### src/rtl/msg_packer.sv
// Byte-to-word AXI-Stream packer: little-endian, zero-padded final word, tlast forwarded.
// Optional MSG_PACKER_STATS_EN adds a 32-bit msg_count of emitted messages.
module msg_packer #(
  parameter int C_AXIS_WIDTH = 64
) (
  input  logic                    clk,
  input  logic                    rst_n,
  input  logic [7:0]              s_axis_tdata,
  input  logic                    s_axis_tlast,
  input  logic                    s_axis_tvalid,
  output logic                    s_axis_tready,
  output logic [C_AXIS_WIDTH-1:0] m_axis_tdata,
  output logic                    m_axis_tlast,
  output logic                    m_axis_tvalid,
  input  logic                    m_axis_tready
`ifdef MSG_PACKER_STATS_EN
  ,
  output logic [31:0]             msg_count
`endif
);

  localparam int N  = C_AXIS_WIDTH / 8;
  localparam int IW = $clog2(N);
  localparam logic [IW-1:0] LAST_IDX = IW'(N - 1);

  logic [C_AXIS_WIDTH-1:0] acc;
  logic [C_AXIS_WIDTH-1:0] word;
  logic [IW-1:0]           idx;
  logic                    completing;
  logic                    out_free;
  logic                    accept;

  assign completing    = (idx == LAST_IDX) || s_axis_tlast;
  assign out_free      = !m_axis_tvalid || m_axis_tready;
  assign s_axis_tready = rst_n && (!completing || out_free);
  assign accept        = s_axis_tvalid && s_axis_tready;

  // Lanes below idx come from acc, lane idx takes the incoming byte, lanes above are zero.
  generate
    for (genvar gi = 0; gi < N; gi++) begin : g_lane
      localparam logic [IW-1:0] LANE = IW'(gi);
      assign word[8*gi +: 8] = (LANE < idx)  ? acc[8*gi +: 8] :
                               (LANE == idx) ? s_axis_tdata   : 8'h00;
    end
  endgenerate

  always_ff @(posedge clk or negedge rst_n) begin
    if (!rst_n) begin
      acc <= '0;
      idx <= '0;
    end else if (accept) begin
      if (completing) begin
        acc <= '0;
        idx <= '0;
      end else begin
        acc <= word;
        idx <= idx + 1'b1;
      end
    end
  end

  always_ff @(posedge clk or negedge rst_n) begin
    if (!rst_n) begin
      m_axis_tvalid <= 1'b0;
      m_axis_tdata  <= '0;
      m_axis_tlast  <= 1'b0;
    end else if (accept && completing) begin
      m_axis_tvalid <= 1'b1;
      m_axis_tdata  <= word;
      m_axis_tlast  <= s_axis_tlast;
    end else if (m_axis_tready) begin
      m_axis_tvalid <= 1'b0;
    end
  end

`ifdef MSG_PACKER_STATS_EN
  always_ff @(posedge clk or negedge rst_n) begin
    if (!rst_n) begin
      msg_count <= '0;
    end else if (m_axis_tvalid && m_axis_tready && m_axis_tlast) begin
      msg_count <= msg_count + 32'd1;
    end
  end
`endif

endmodule
### config.mk
export PLATFORM = sky130hd
export DESIGN_NAME = msg_packer
export DESIGN_NICKNAME = d
export VERILOG_FILES = /design/src/rtl/msg_packer.sv
export SDC_FILE = /design/constraint.sdc
export NUM_CORES = 1
export LEC_CHECK = 0
export ABC_CLOCK_PERIOD_IN_PS = 2200
export BUFFER_PORTS_ARGS = -buffer_cell sky130_fd_sc_hd__buf_2
export CORE_MARGIN = 3
export CORE_UTILIZATION = 40
export CTS_CLUSTER_SIZE = 8
export DETAILED_ROUTE_END_ITERATION = 7
export GPL_ROUTABILITY_DRIVEN = 0
export GPL_TIMING_DRIVEN = 1
export HOLD_SLACK_MARGIN = 0.02
export MAX_ROUTING_LAYER = met4
export PLACE_DENSITY = 0.61
export REMOVE_ABC_BUFFERS = 1
export SYNTH_ARGS = -nofsm -noshare
export SYNTH_HDL_FRONTEND = slang
export SYNTH_SLANG_ARGS = --single-unit
### constraint.sdc
create_clock -name clk -period 2.2 [get_ports clk]
set_clock_uncertainty 0.2 [all_clocks]
set_input_delay 0.33 -clock clk [delete_from_list [all_inputs] [get_ports clk]]
set_output_delay 0.33 -clock clk [all_outputs]
set_load 0.03 [all_outputs]
After elaboration in Yosys (flattened, before gate mapping)
Index checks and enable logic that the tools add are counted.
Widths: inputs -> output; s select.
{"block": "word_totals", "register_bits": 133, "input_bits": 13, "output_inout_bits": 67, "elab_cells": 52}
{"block": "classes", "n_addsub": 1, "magnitude_cmp": 8, "eq_ne": 8, "mux": 20, "reduce_logical": 10}
{"operator": "$mux 8", "count": 16}
{"operator": "$mux 64", "count": 1}
{"operator": "$eq 3x3->1 const A", "count": 4}
{"operator": "$lt 3x3->1 const A", "count": 4}
{"operator": "$eq 2x3->1 const A", "count": 2}
{"operator": "$lt 1x3->1 const A", "count": 2}
{"operator": "$lt 2x3->1 const A", "count": 2}
{"operator": "$add 3x1->3 const B", "count": 1}
{"operator": "$eq 1x3->1 const A", "count": 1}
{"operator": "$eq 3x3->1 const B", "count": 1}
{"operator": "$logic_and 1x1->1", "count": 3}
{"operator": "$logic_not 3->1", "count": 1}
{"operator": "$logic_or 1x1->1", "count": 3}
{"operator": "$mux 3", "count": 1}
{"operator": "$logic_not 1->1", "count": 2}
{"operator": "$mux 1", "count": 2}
{"operator": "$reduce_bool 2->1", "count": 1}

Depth between registers and ports, before layout
Gate-level depths: netlist of the first run.
{"block": "depth", "word_depth": 8, "depth_mapped": 9, "depth_no_buf": 6}

Least setup slack after synthesis of the first run
OpenSTA, ideal clock, no wires.
{"block": "synth_path", "path_type": "reg-to-reg", "from": "reg idx[1]", "to": "reg acc[32]", "setup_ns": 0.121, "arrival_ns": 1.798, "required_ns": 1.879, "path_slack_ns": 0.081, "stages_incl_launch_ff": 10, "n_path_buf": 4, "synth_period_minus_slack_ns": 2.119, "cell_sequence": "dfrtp_1 -> buf_2 -> inv_1 -> ha_1 -> clkbuf_1 -> and4_1 -> buf_2 -> and2_0 -> buf_2 -> a22o_1"}
{"block": "synth_via", "elab_chain_cells": 6, "word_cells_on_any_way": 11, "classes_between": "order compare (1); eq/ne (2); mux (3); reduce/logical (5)"}
{"element": "start: declaration", "line_no": "28", "source": "logic [IW-1:0] idx;"}
{"element": "start signal: assignment", "line_no": "57", "source": "idx <= idx + 1'b1;"}
{"element": "branches (longest 6 deep; another with $lt 3x3->1)"}
{"element": "end signal: assignment", "line_no": "56", "source": "acc <= word;"}
{"element": "end: declaration", "line_no": "26", "source": "logic [C_AXIS_WIDTH-1:0] acc;"}
Several ways; the timed one is not identified.
A chain may end at the register's enable or synchronous reset.

Worst setup path after layout of the first run
{"block": "layout_path", "from": "reg idx[0]", "to": "out s_axis_tready"}
{"block": "layout_via", "elab_chain_cells": 5}
{"element": "$eq 3x3->1", "line_no": "33", "source": "assign completing = (idx == LAST_IDX) || s_axis_tlast;"}
{"element": "$logic_or 1x1->1", "line_no": "33"}
{"element": "$logic_not 1->1", "line_no": "35", "source": "assign s_axis_tready = rst_n && (!completing || out_free);"}
{"element": "$logic_or 1x1->1", "line_no": "35"}
{"element": "$logic_and 1x1->1", "line_no": "35"}
{"element": "end: declaration", "line_no": "11", "source": "output logic s_axis_tready,"}
Every way passes these cells.

==> impl_metrics.xml, run 1 <==
<?xml version="1.0" encoding="UTF-8"?>
<metrics>
  <group name="setup_path">
    <metric name="crit_fanout" unit="">4</metric>
    <metric name="setup.worst_path.end" unit="">s_axis_tready</metric>
    <metric name="crit_slowest_cell" unit="">sky130_fd_sc_hd__dfrtp_1</metric>
    <metric name="timing.critical_path.slowest_cell_delay" unit="ns">0.38</metric>
    <metric name="timing.critical_path.cells" unit="">ha_2, ha_4, nor2_4, buf_4, o21a_1, buf_6</metric>
    <metric name="start_kind" unit="">flip-flop</metric>
    <metric name="r2r-end" unit="">acc[24]</metric>
    <metric name="timing.reg2reg.setup_slack" unit="ns">0.05</metric>
    <metric name="reg2reg_depth" unit="">7</metric>
    <metric name="regToRegStartpoint" unit="">idx[0]</metric>
    <metric name="worst-endpoint-arrival" unit="ns">1.63</metric>
    <metric name="timing.critical_path.depth" unit="">6</metric>
    <metric name="setup.worst_path.end_class" unit="">output pin</metric>
    <metric name="cp-startpoint" unit="">idx[0]</metric>
    <metric name="critical-path-top-delay-family" unit="">flip-flops</metric>
    <metric name="path_class" unit="">flip-flop to output pin</metric>
    <metric name="timing.critical_path.required" unit="ns">1.67</metric>
    <metric name="cp_num_buf_inv" unit="">2</metric>
  </group>
  <group name="finish">
    <metric name="design.final.nets" unit="">574</metric>
    <metric name="layout-area-overhead-vs-synth" unit="%">22.2</metric>
    <metric name="final_util" unit="%">50.5</metric>
    <metric name="fin_cells" unit="">737</metric>
    <metric name="layout.cells.most_common" unit="">sky130_fd_sc_hd__dfrtp_1</metric>
    <metric name="layout.cells.most_common_list" unit="">sky130_fd_sc_hd__dfrtp_1, sky130_fd_sc_hd__buf_2, sky130_fd_sc_hd__a22o_1</metric>
    <metric name="n_antenna_cell" unit="">0</metric>
    <metric name="fraction_of_layout_instances_using_a_drive_strength_above_1" unit="%">23.5</metric>
  </group>
  <group name="synth">
    <metric name="cells_after_synthesis" unit="">482</metric>
    <metric name="ys_seq_area_share" unit="%">59.5</metric>
    <metric name="yosysUniqueCellTypes" unit="">29</metric>
    <metric name="synth.cell_area" unit="um^2">5260</metric>
    <metric name="yosys_warn_count" unit="">0</metric>
    <metric name="synth_edf_count" unit="">0</metric>
    <metric name="yosys_register_bits" unit="">125</metric>
    <metric name="synthesis.area_per_instance" unit="um^2">10.9</metric>
    <metric name="synth_ff_type" unit="">sky130_fd_sc_hd__dfrtp_1</metric>
    <metric name="synth-async-reset-ratio" unit="%">100</metric>
  </group>
  <group name="cts">
    <metric name="clock_latency" unit="ns">0.41</metric>
    <metric name="clock_tree_from_tritoncts" unit="">yes</metric>
    <metric name="ctsHtreeMaxLevel" unit="">4</metric>
    <metric name="clockRootBuffer" unit="">sky130_fd_sc_hd__clkbuf_16</metric>
    <metric name="cts_max_path_bufs" unit="">2</metric>
    <metric name="clock-sinks" unit="">125</metric>
    <metric name="cts_inserted_buffers" unit="">17</metric>
    <metric name="clk_pin_slew_worst_paths" unit="ns">0.05</metric>
  </group>
  <group name="timing">
    <metric name="worst_hold_slack" unit="ns">0.0719</metric>
    <metric name="setup_viol_count_final" unit="">0</metric>
    <metric name="grt_setup_unrepaired" unit="">yes</metric>
    <metric name="slew-limit-headroom" unit="%">57.8</metric>
    <metric name="timing_max_transition_violations_final" unit="">0</metric>
    <metric name="timing.final.crit_period" unit="ns">2.16</metric>
    <metric name="clock.fmax" unit="GHz">0.463</metric>
    <metric name="final.period_utilization" unit="%">98.2</metric>
    <metric name="setup_slack" unit="ns">0.0400</metric>
    <metric name="worst_slew_pin_slew" unit="ns">0.633</metric>
    <metric name="setup_tns" unit="ns">0</metric>
    <metric name="finalHoldViolCount" unit="">0</metric>
  </group>
  <group name="routing">
    <metric name="remaining_drc_errors" unit="">0</metric>
    <metric name="initialDrtViolationCount" unit="">273</metric>
    <metric name="wire_per_inst" unit="um">17.6</metric>
    <metric name="routed_wl" unit="mm">13.0</metric>
    <metric name="via_count" unit="">4083</metric>
    <metric name="route.antenna.remaining_nets" unit="">0</metric>
    <metric name="vias_per_cell" unit="">5.54</metric>
    <metric name="drt_pass1_iterations" unit="">5</metric>
  </group>
  <group name="place">
    <metric name="placement.setup.worst_slack" unit="ns">-0.00752</metric>
    <metric name="hpwl" unit="mm">7.97</metric>
    <metric name="dp_cells" unit="">707</metric>
    <metric name="count_of_buffers_from_port_buffering" unit="">79</metric>
  </group>
  <group name="global_routing">
    <metric name="grt_usage" unit="%">19.5</metric>
    <metric name="grt_start_max_net_pins" unit="">118</metric>
    <metric name="wire_length_of_the_first_global_routing_pass" unit="mm">21.4</metric>
    <metric name="grt_antenna_before_repair" unit="">0</metric>
    <metric name="first_global_vias" unit="">4042</metric>
    <metric name="global_route.overflow_total" unit="">0</metric>
  </group>
  <group name="outcome">
    <metric name="status" unit="">completed</metric>
  </group>
  <group name="floorplan">
    <metric name="row_count" unit="">41</metric>
    <metric name="die_area" unit="um^2">14600</metric>
    <metric name="core" unit="um^2">12700</metric>
    <metric name="start_util" unit="%">41.3</metric>
    <metric name="dieHeight" unit="um">121</metric>
    <metric name="num_ports" unit="">80</metric>
    <metric name="floorplan.die.width" unit="um">121</metric>
  </group>
  <group name="pwr">
    <metric name="combinationalPowerShare" unit="%">24.3</metric>
    <metric name="switching_power" unit="uW">2230</metric>
    <metric name="cellLeakagePower" unit="uW">0.00293</metric>
    <metric name="clock_power_share" unit="%">35.4</metric>
    <metric name="power_frac_seq" unit="%">40.3</metric>
    <metric name="peakVddDrop" unit="mV">0.616</metric>
    <metric name="intPower" unit="uW">4690</metric>
    <metric name="power_per_cell_area" unit="nW/um^2">1080</metric>
    <metric name="switching_share" unit="%">32.2</metric>
  </group>
  <group name="flow_run">
    <metric name="drv_cap" unit="">0</metric>
  </group>
  <group name="worst_hold_path">
    <metric name="min_path_cells" unit="">3</metric>
    <metric name="worst_hold_path_type" unit="">input port to flip-flop</metric>
  </group>
</metrics>
==> area by class of cell <==
| class | count | area (um^2) |
|---|---|---|
| clock buffer | 25 | 505 |
| multi-input combinational | 309 | 1940 |
| sequential | 125 | 3130 |
| inverter | 4 | 15.0 |
| timing repair buffer | 100 | 604 |
| clock inverter | 2 | 10.0 |
| tap | 172 | 215 |
| fill | 1201 | 6300 |
==> metrics by stage <==
stage	power [uW]	cell area [um^2]
5_1_grt	7280	6420
4_1_cts	7000	6410
3_5_place_dp	4510	5840
3_3_place_gp	4470	5840
2_1_floorplan	3900	5050
6_report	6920	6420
==> routing by layer <==
layer / vias to the layer above / global-route usage, % / part of all wire [%]
li1: 1923 / - / -
met1: 2044 / 26.0 / 46
met2: 106 / 29.1 / 48
met3: 10 / 4.82 / 5.3
met4: 0 / 6.87 / 1.2
met5: - / - / 0
==> worst min path at each step <==
stage | slack (ns) | start | to
2_1_floorplan | -0.17 | rst_n | acc[0]
3_3_place_gp | -0.002 | rst_n | acc[10]
3_5_place_dp | 0.004 | rst_n | acc[10]
4_1_cts | 0.05 | m_axis_tready | m_axis_tvalid
5_1_grt | 0.07 | m_axis_tready | m_axis_tvalid
6_report | 0.07 | m_axis_tready | m_axis_tvalid
==> registers in the layout, indices dropped and copies added (netlist names) <==
register and count:
m_axis_tlast 1, idx 3, m_axis_tvalid 1, acc 56, m_axis_tdata 64
==> worst min-delay path, cell delays in order <==
cell and delay (ns):
sky130_fd_sc_hd__buf_2 0.09, sky130_fd_sc_hd__nand2b_1 0.15, sky130_fd_sc_hd__nand2_1 0.06
==> power by group through the flow <==
stage,sequential (uW),clock (uW),combinational [uW]
detailed placement,2820,0,1680
global route,2830,2620,1830
floorplan,3360,0,539
CTS,2790,2510,1700
global placement,2810,0,1660
finish,2790,2450,1680
==> cells in the mapped netlist (all sizes together) (5+ instances only) <==
| cell type | n | area (um^2) |
|---|---|---|
| a21oi | 49 | 249 |
| a22o | 64 | 561 |
| a22oi | 32 | 240 |
| a31oi | 24 | 150 |
| and2 | 5 | 31.3 |
| and3 | 5 | 31.3 |
| buf | 24 | 126 |
| clkbuf | 20 | 76.3 |
| dfrtp | 125 | 3130 |
| nand2 | 13 | 48.8 |
| nand3 | 9 | 45.0 |
| nor2 | 60 | 225 |
| nor2b | 17 | 106 |
| o21ai | 17 | 85.1 |
==> logic make-up after synthesis <==
kind of cell / after synthesis / synth area share (%)
flip-flops: 125 / 59.5
buffers and inverters: 48 / 4.14
adder cells (fa/ha/maj): 4 / 0.952
AO/OA/AOI/OAI: 189 / 24.9
AND/OR/NAND/NOR: 116 / 10.5
==> repair_timing <==
item	CTS	global route
gates resized for setup	6	3
buffers inserted	1	0
endpoints found under the hold margin	9	0
pin swaps	2	0
endpoints found under the setup margin	8	42
hold buffers	2	0
Power figures use the tool's default switching activity.
==> run 2: changes to the inputs <==
--- a/config.mk
+++ b/config.mk
@@ -17,6 +17,7 @@
 export MAX_ROUTING_LAYER = met4
 export PLACE_DENSITY = 0.61
 export REMOVE_ABC_BUFFERS = 1
+export SETUP_SLACK_MARGIN = 0.15
 export SYNTH_ARGS = -nofsm -noshare
 export SYNTH_HDL_FRONTEND = slang
 export SYNTH_SLANG_ARGS = --single-unit
==> impl_metrics.xml, run 2 (same netlist as run 1, synthesis figures left out) <==
<?xml version="1.0" encoding="UTF-8"?>
<metrics>
  <group name="routing">
    <metric name="drt_pass1_iterations" unit="">4</metric>
    <metric name="wire_per_inst" unit="um">17.7</metric>
    <metric name="met1Wirelength" unit="mm">5.95</metric>
    <metric name="initialDrtViolationCount" unit="">260</metric>
    <metric name="topRoutingLayerUsed" unit="">met4</metric>
    <metric name="via_count" unit="">4116</metric>
    <metric name="route.met3.wl" unit="um">663</metric>
    <metric name="route.antenna.remaining_nets" unit="">0</metric>
    <metric name="remaining_drc_errors" unit="">0</metric>
    <metric name="vias_per_cell" unit="">5.57</metric>
    <metric name="wl_met2" unit="mm">6.34</metric>
    <metric name="routed_wl" unit="mm">13.1</metric>
  </group>
  <group name="setup_path">
    <metric name="worst-endpoint-arrival" unit="ns">1.60</metric>
    <metric name="path_class" unit="">flip-flop to output pin</metric>
    <metric name="timing.critical_path.required" unit="ns">1.67</metric>
    <metric name="setup.worst_path.end_class" unit="">output pin</metric>
    <metric name="start_kind" unit="">flip-flop</metric>
    <metric name="crit_fanout" unit="">4</metric>
  </group>
  <group name="place">
    <metric name="placement.setup.worst_slack" unit="ns">-0.00752</metric>
    <metric name="hpwl" unit="mm">7.97</metric>
    <metric name="count_of_buffers_from_port_buffering" unit="">79</metric>
  </group>
  <group name="timing">
    <metric name="timing.final.crit_period" unit="ns">2.13</metric>
    <metric name="finalHoldViolCount" unit="">0</metric>
    <metric name="final.period_utilization" unit="%">96.9</metric>
    <metric name="grt_setup_unrepaired" unit="">yes</metric>
    <metric name="worst_hold_slack" unit="ns">0.0702</metric>
    <metric name="timing_max_transition_violations_final" unit="">0</metric>
    <metric name="setup_slack" unit="ns">0.0677</metric>
    <metric name="clock.fmax" unit="GHz">0.469</metric>
    <metric name="setup_tns" unit="ns">0</metric>
    <metric name="worst_slew_pin_slew" unit="ns">0.628</metric>
    <metric name="slew-limit-headroom" unit="%">58.2</metric>
    <metric name="setup_viol_count_final" unit="">0</metric>
  </group>
  <group name="finish">
    <metric name="layout.cells.most_common_list" unit="">sky130_fd_sc_hd__dfrtp_1, sky130_fd_sc_hd__buf_2, sky130_fd_sc_hd__a22o_1</metric>
    <metric name="layout.cells.most_common" unit="">sky130_fd_sc_hd__dfrtp_1</metric>
    <metric name="n_antenna_cell" unit="">0</metric>
    <metric name="flip_flop_count_of_the_largest_register_after_layout" unit="">64</metric>
    <metric name="registers.top_by_ff_count" unit="">m_axis_tdata</metric>
    <metric name="design.final.nets" unit="">576</metric>
    <metric name="layout-area-overhead-vs-synth" unit="%">23.2</metric>
    <metric name="reg.largest.list" unit="">m_axis_tdata (64), acc (56), idx (3)</metric>
    <metric name="final_util" unit="%">50.9</metric>
    <metric name="fraction_of_layout_instances_using_a_drive_strength_above_1" unit="%">25.2</metric>
  </group>
  <group name="pwr">
    <metric name="design_power_total" unit="uW">6940</metric>
    <metric name="cellLeakagePower" unit="uW">0.00295</metric>
    <metric name="peakVddDrop" unit="mV">0.615</metric>
    <metric name="power_per_cell_area" unit="nW/um^2">1070</metric>
  </group>
  <group name="global_routing">
    <metric name="first_global_vias" unit="">4048</metric>
    <metric name="grt_antenna_before_repair" unit="">0</metric>
    <metric name="global_route.overflow_total" unit="">0</metric>
    <metric name="wire_length_of_the_first_global_routing_pass" unit="mm">21.4</metric>
    <metric name="grt_usage" unit="%">19.5</metric>
    <metric name="grt_start_max_net_pins" unit="">118</metric>
  </group>
  <group name="floorplan">
    <metric name="die_area" unit="um^2">14600</metric>
    <metric name="row_count" unit="">41</metric>
    <metric name="floorplan.die.width" unit="um">121</metric>
    <metric name="core" unit="um^2">12700</metric>
    <metric name="start_util" unit="%">41.3</metric>
    <metric name="num_ports" unit="">80</metric>
    <metric name="dieHeight" unit="um">121</metric>
  </group>
  <group name="cts">
    <metric name="cts_max_path_bufs" unit="">2</metric>
    <metric name="clock_latency" unit="ns">0.41</metric>
    <metric name="clockRootBuffer" unit="">sky130_fd_sc_hd__clkbuf_16</metric>
    <metric name="cts_inserted_buffers" unit="">17</metric>
    <metric name="ctsHtreeMaxLevel" unit="">4</metric>
    <metric name="clock-sinks" unit="">125</metric>
    <metric name="clock_tree_from_tritoncts" unit="">yes</metric>
    <metric name="clk_pin_slew_worst_paths" unit="ns">0.05</metric>
  </group>
  <group name="flow_run">
    <metric name="drv_cap" unit="">0</metric>
  </group>
  <group name="outcome">
    <metric name="status" unit="">completed</metric>
  </group>
  <group name="worst_hold_path">
    <metric name="worst_hold_path_type" unit="">input port to flip-flop</metric>
  </group>
</metrics>
run 2: cell count changes in the layout (fill, tap and decap cells not counted):
| cell | before | now |
|---|---|---|
| sky130_fd_sc_hd__buf_6 | 1 | 3 |
| sky130_fd_sc_hd__and3_1 | 5 | 4 |
| sky130_fd_sc_hd__nand2_1 | 13 | 10 |
| sky130_fd_sc_hd__nand2_2 | 0 | 3 |
| sky130_fd_sc_hd__nand3_1 | 9 | 8 |
| sky130_fd_sc_hd__nand3_2 | 0 | 1 |
| sky130_fd_sc_hd__o21ai_2 | 0 | 3 |
| sky130_fd_sc_hd__nor3_4 | 1 | 0 |
| sky130_fd_sc_hd__dlygate4sd3_1 | 2 | 3 |
| sky130_fd_sc_hd__o21ai_4 | 0 | 1 |
| sky130_fd_sc_hd__and3_2 | 0 | 1 |
| sky130_fd_sc_hd__buf_4 | 17 | 16 |
| sky130_fd_sc_hd__o21ai_1 | 5 | 1 |
| sky130_fd_sc_hd__nor3_2 | 3 | 4 |
run 2: repair_timing:
item	CTS	global route
pin swaps	3	1
setup endpoints to repair	78	103
setup buffers	2	0
hold endpoints to repair	9	0
hold buffers	3	0
gates resized for setup	12	8
run 2: per-stage QoR:
stage                     instances  instance area [um^2]
after global routing            739                  6480
final                           739                  6480
after global placement          707                  5840
after floorplan                 438                  5050
after CTS                       739                  6440
after detailed placement        707                  5840
run 2: area by class of cell:
cell class / instances / area [um^2]
clock buffer: 25 / 505
timing repair buffer: 102 / 629
inverter: 4 / 15.0
sequential: 125 / 3130
multi-input combinational: 309 / 1970
tap: 172 / 215
clock inverter: 2 / 10.0
fill: 1201 / 6240
run 2: worst max-delay path: stages (launching register included):
cell                      delay, ns
sky130_fd_sc_hd__dfrtp_1       0.38
sky130_fd_sc_hd__ha_2          0.20
sky130_fd_sc_hd__ha_4          0.17
sky130_fd_sc_hd__nor2_4        0.09
sky130_fd_sc_hd__buf_6         0.10
sky130_fd_sc_hd__o21a_1        0.13
sky130_fd_sc_hd__buf_6         0.13
run 2: where the power goes:
group | switching, uW | total (uW) | internal [uW]
Combinational | 1180 | 1700 | 525
Sequential | 165 | 2790 | 2620
Clock | 899 | 2450 | 1550
Total | 2240 | 6940 | 4700
run 2: layer usage:
layer  track usage, %  vias to the layer above
li1                 -                     1924
met5                -                        -
met2             29.3                      110
met3             4.82                       10
met4             6.87                        0
met1             25.9                     2072
run 2: final timing paths:
check	startpoint	endpoint	slack, ns	cells after the start
setup reg to reg	idx[1]	acc[13]	0.10	7
hold / removal	m_axis_tready	m_axis_tvalid	0.07	3
max in group asynchronous	rst_n	acc[14]	0.66	3
setup / recovery	idx[1]	s_axis_tready	0.07	6
min in group asynchronous	rst_n	acc[19]	0.43	3
hold reg to reg	acc[2]	acc[2]	0.29	1
